--- config.mk ---
export PLATFORM = sky130hd
export DESIGN_NAME = wb_cmd_master
export DESIGN_NICKNAME = d
export VERILOG_FILES = /design/src/rtl/wb_cmd_master.sv
export SDC_FILE = /design/constraint.sdc
export NUM_CORES = 1
export LEC_CHECK = 0
export ABC_CLOCK_PERIOD_IN_PS = 1950
export BUFFER_PORTS_ARGS = -buffer_cell sky130_fd_sc_hd__buf_2
export CORE_ASPECT_RATIO = 0.75
export CORE_MARGIN = 2
export CORE_UTILIZATION = 42
export DETAILED_ROUTE_END_ITERATION = 6
export PLACE_DENSITY = 0.73
export SLEW_MARGIN = 15
export SYNTH_ARGS = -nofsm -noshare
export SYNTH_HDL_FRONTEND = slang
export SYNTH_SLANG_ARGS = --single-unit
--- constraint.sdc ---
create_clock -name clk -period 1.95 [get_ports clk]
set_clock_uncertainty 0.05 [all_clocks]
set_input_delay 0.195 -clock clk [delete_from_list [all_inputs] [get_ports clk]]
set_output_delay 0.195 -clock clk [all_outputs]
set_load 0.02 [all_outputs]
--- src/rtl/wb_cmd_master.sv ---
// wb_cmd_master
//   Single-outstanding Wishbone classic master. Takes register read/write
//   requests over a valid/ready interface, runs one Wishbone cycle per
//   request and returns read data or a timeout error over a valid/ready
//   response interface.
//
// Ports:
//   clk, rst              clock, synchronous active-high reset
//   req_valid/req_ready   request handshake (req_ready high only in IDLE)
//   req_we/adr/dat/sel    request payload
//   rsp_valid/rsp_ready   response handshake (response held until taken)
//   rsp_rdata, rsp_err    read data (0 for writes/errors), timeout flag
//   wb_*_o, wb_dat_i,
//   wb_ack_i              Wishbone classic master port (outputs registered)
//   busy                  high whenever the FSM is not IDLE
//   txn_count             completed transactions (ok or error), wraps
module wb_cmd_master #(
  parameter int ADR_W          = 32,
  parameter int DAT_W          = 32,
  parameter int TIMEOUT_CYCLES = 255,
  parameter int CNT_W          = 16
) (
  input  logic               clk,
  input  logic               rst,
  input  logic               req_valid,
  output logic               req_ready,
  input  logic               req_we,
  input  logic [ADR_W-1:0]   req_adr,
  input  logic [DAT_W-1:0]   req_dat,
  input  logic [DAT_W/8-1:0] req_sel,
  output logic               rsp_valid,
  input  logic               rsp_ready,
  output logic [DAT_W-1:0]   rsp_rdata,
  output logic               rsp_err,
  output logic [ADR_W-1:0]   wb_adr_o,
  output logic [DAT_W-1:0]   wb_dat_o,
  output logic [DAT_W/8-1:0] wb_sel_o,
  output logic               wb_cyc_o,
  output logic               wb_stb_o,
  output logic               wb_we_o,
  input  logic [DAT_W-1:0]   wb_dat_i,
  input  logic               wb_ack_i,
  output logic               busy,
  output logic [CNT_W-1:0]   txn_count
);

  localparam int SEL_W = DAT_W / 8;
  // Timeout counter only needs to reach TIMEOUT_CYCLES-1.
  localparam int TO_W = (TIMEOUT_CYCLES < 2) ? 1 : $clog2(TIMEOUT_CYCLES);
  localparam logic [TO_W-1:0] TO_LAST = TO_W'(TIMEOUT_CYCLES - 1);

  typedef enum logic [1:0] {
    IDLE = 2'd0,
    BUS  = 2'd1,
    RESP = 2'd2
  } state_t;

  state_t             state_reg;
  logic [ADR_W-1:0]   adr_reg;
  logic [DAT_W-1:0]   dat_reg;
  logic [SEL_W-1:0]   sel_reg;
  logic               we_reg;
  logic               cyc_reg;
  logic [TO_W-1:0]    tmo_reg;
  logic               rsp_valid_reg;
  logic               rsp_err_reg;
  logic [DAT_W-1:0]   rsp_rdata_reg;
  logic [CNT_W-1:0]   txn_count_reg;

  always_ff @(posedge clk) begin
    if (rst) begin
      state_reg     <= IDLE;
      adr_reg       <= '0;
      dat_reg       <= '0;
      sel_reg       <= '0;
      we_reg        <= 1'b0;
      cyc_reg       <= 1'b0;
      tmo_reg       <= '0;
      rsp_valid_reg <= 1'b0;
      rsp_err_reg   <= 1'b0;
      rsp_rdata_reg <= '0;
      txn_count_reg <= '0;
    end else begin
      case (state_reg)
        IDLE: begin
          if (req_valid) begin
            adr_reg   <= req_adr;
            // Reads never put stale request data on the bus.
            dat_reg   <= req_we ? req_dat : '0;
            sel_reg   <= req_sel;
            we_reg    <= req_we;
            cyc_reg   <= 1'b1;
            tmo_reg   <= '0;
            state_reg <= BUS;
          end
        end
        BUS: begin
          // Ack is tested first so it wins over a same-cycle timeout.
          if (wb_ack_i) begin
            cyc_reg       <= 1'b0;
            rsp_valid_reg <= 1'b1;
            rsp_err_reg   <= 1'b0;
            rsp_rdata_reg <= we_reg ? '0 : wb_dat_i;
            txn_count_reg <= txn_count_reg + CNT_W'(1);
            state_reg     <= RESP;
          end else if ((TIMEOUT_CYCLES != 0) && (tmo_reg == TO_LAST)) begin
            cyc_reg       <= 1'b0;
            rsp_valid_reg <= 1'b1;
            rsp_err_reg   <= 1'b1;
            rsp_rdata_reg <= '0;
            txn_count_reg <= txn_count_reg + CNT_W'(1);
            state_reg     <= RESP;
          end else begin
            // With the timeout disabled this simply free-runs.
            tmo_reg <= tmo_reg + TO_W'(1);
          end
        end
        RESP: begin
          if (rsp_ready) begin
            rsp_valid_reg <= 1'b0;
            state_reg     <= IDLE;
          end
        end
        default: state_reg <= IDLE;
      endcase
    end
  end

  assign req_ready = (state_reg == IDLE);
  assign busy      = (state_reg != IDLE);

  // cyc and stb come from one register so they can never disagree.
  assign wb_cyc_o  = cyc_reg;
  assign wb_stb_o  = cyc_reg;
  assign wb_adr_o  = adr_reg;
  assign wb_dat_o  = dat_reg;
  assign wb_sel_o  = sel_reg;
  assign wb_we_o   = we_reg;

  assign rsp_valid = rsp_valid_reg;
  assign rsp_err   = rsp_err_reg;
  assign rsp_rdata = rsp_rdata_reg;
  assign txn_count = txn_count_reg;

endmodule

==> reports/metrics.yaml <==
place:
  io_buffers: 228
  placed_cell_area_um2: 6400
  dpl.cell_count: 970
  routabilityCongestion: 0.813
  hpwlAfterDp_um: 9940
routing:
  drtIter0Drc: 481
  drt_first_pass_iters: 4
  wirelength_um: 16600
  wire_per_inst_um: 15.3
  drtAntennaViolNets: 0
  vias_per_cell: 5.33
  route.detailed.drc: 0
  num_vias: 5761
sta:
  drv_slew: 0
  post-route-period-util_pct: 97.0
  period_needed_ns: 1.89
  max_freq_mhz: 529
  final-setup-viol-count: 0
  hold_viol: 0
  relSlewSlack_pct: 61.5
  tightest_slew_ns: 0.578
  whs_ns: 0.0196
run:
  drv_cap: 0
grt:
  grt_pass1_vias: 5636
  grt_use_total_pct: 24.9
  grt_antenna_before_repair: 0
  grt_start_max_net_pins: 70
  gr-total-overflow: 0
  grt_pass1_wl_um: 26700
power:
  p_leak_uw: 0.00336
  powerDensity_nw_per_um2: 897
  peakVddDrop_mv: 0.705
logic_synthesis:
  synth_area_um2: 5110
  synth_nets: 734
  synth_edf_count: 0
  yosysSeqAreaShare_pct: 51.0
  synth_common_cells: "dfxtp_1 (130), a21oi_1 (126), nand2_1 (118), nand3_1 (46), clkbuf_1 (43)"
  yosys_warnings: 0
  async_flop_share_pct: 0
  yosysTopAreaCell: "dfxtp_1"
  ys.flop_type: "dfxtp_1"
  synth-seq-cells: 130
  synth.area.top_cells: "dfxtp_1 (51%), a21oi_1 (12%), nand2_1 (8.7%)"
  postSynthAreaPerCell_um2: 8.17
  synth.distinct_cells: 42
  yosysMostFrequentCell: "dfxtp_1"
  netlist.area_leader.share_pct: 51.0
  synthesis.instances: 625
cts:
  cts_buffers: 17
  clock_latency_ns: 0.40
  cts_root_buffer: "clkbuf_16"
  htree_levels: 4
  cts_buffer_depth: 2
  tritoncts: "built"
  path_clk_slew_ns: 0.06
  clkSinkCount: 130
floorplan:
  coreArea_um2: 11700
  die_h_um: 99.5
  dieWidth_um: 131
  ioPinCount: 229
  dieArea_um2: 13100
  rows: 34
  start_util_pct: 43.5
min_path:
  hold_path.class: "primary input to register"
outcome:
  outcome: "complete, no violations"
cells_and_area:
  drive_above_1_share_pct: 30.8
  antenna_cells: 0
  syn_to_final_growth_pct: 53.0
  final_nets: 1015
  fin_area_um2: 7810
  fillerInstances: 943
  final_cells: 1081
worst_setup_path:
  crit_path_start_kind: "register"
  end_kind: "register"
  critPathMaxFanout: 30
  critical_path_arrival_ns: 2.18
  worst_ep_required_time_ns: 2.24
  worstSetupPathType: "register to register"
metrics by stage:
| stage | power [µW] | setup TNS, ns | worst slack (ns) | util (%) |
|---|---|---|---|---|
| 2_1_floorplan | 3320 | 0 | 0.190 | - |
| 3_3_place_gp | 3620 | 0 | 0.159 | 54.5 |
| 3_5_place_dp | 3640 | 0 | 0.0475 | 54.5 |
| 4_1_cts | 7060 | 0 | 0.0220 | 66.4 |
| 5_1_grt | 7270 | -0.0105 | -0.0105 | 66.5 |
| 6_report | 7010 | 0 | 0.0580 | 66.5 |
logic make-up (layout without fill, tap and decap cells):
family | count (synthesis) | count (layout) | synth area share [%]
flip-flops | 130 | 130 | 51.0
adder cells (fa/ha/maj) | 3 | 3 | 0.735
multiplexers | 2 | 2 | 0.416
AND/OR/NAND/NOR | 237 | 237 | 22.6
AO/OA/AOI/OAI | 190 | 190 | 20.1
buffers and inverters | 63 | 357 | 5.19
power by group:
part	internal (µW)	switching, µW	total (µW)
registers	2760	53.7	2810
clock network	2170	1120	3290
logic	375	535	910
total	5300	1710	7010
worst paths after layout:
check	from	cells past startpoint	slack, ns	endpoint
max	tmo_reg[0]	7	0.06	txn_count[10]
min reg2reg	wb_dat_o[30]	2	0.40	wb_dat_o[30]
min	wb_dat_i[5]	3	0.02	rsp_rdata[5]
max reg2reg	tmo_reg[0]	7	0.06	txn_count[10]
critical path, cell delays in order, from the launching register on:
cell and delay [ns]:
dfxtp_1 0.31, inv_1 0.08, ha_1 0.16, and4_4 0.27, a21oi_4 0.08, buf_12 0.17, or4_1 0.55, a21oi_2 0.15
area by class of cell:
class | count | area (µm²) | area share, %
multi-input combinational | 432 | 2260 | 29.0
timing repair buffer | 322 | 2120 | 27.2
inverter | 3 | 11.3 | 0.144
sequential | 130 | 2600 | 33.3
clock buffer | 22 | 454 | 5.81
tap | 162 | 203 | 2.59
clock inverter | 10 | 158 | 2.02
routing by layer:
layer	global-route usage [%]	up-vias	wire length, µm
met5	0	-	0
met4	14.2	0	679
met3	7.29	62	1060
met2	41.1	244	7990
met1	29.3	2669	6860
li1	-	2786	-
repair_timing:
| action | 4_1_cts | 5_1_grt |
|---|---|---|
| hold endpoints to repair | 78 | 1 |
| gates resized for setup | 0 | 3 |
| setup endpoints to repair | 0 | 5 |
| buffers inserted | 0 | 0 |
| hold buffers | 78 | 1 |
placed cells by master (no fill, tap or decap), types with 6 or more instances in the layout:
cell,count
buf_4,10
or4_1,10
nand2_1,117
dfxtp_1,130
o21ai_0,40
buf_12,6
buf_2,227
clkbuf_16,17
nand3_1,46
nand4_1,35
a21oi_1,125
dlygate4sd3_1,79
o31ai_1,10
Note: power is estimated with default switching activity, not from simulation.
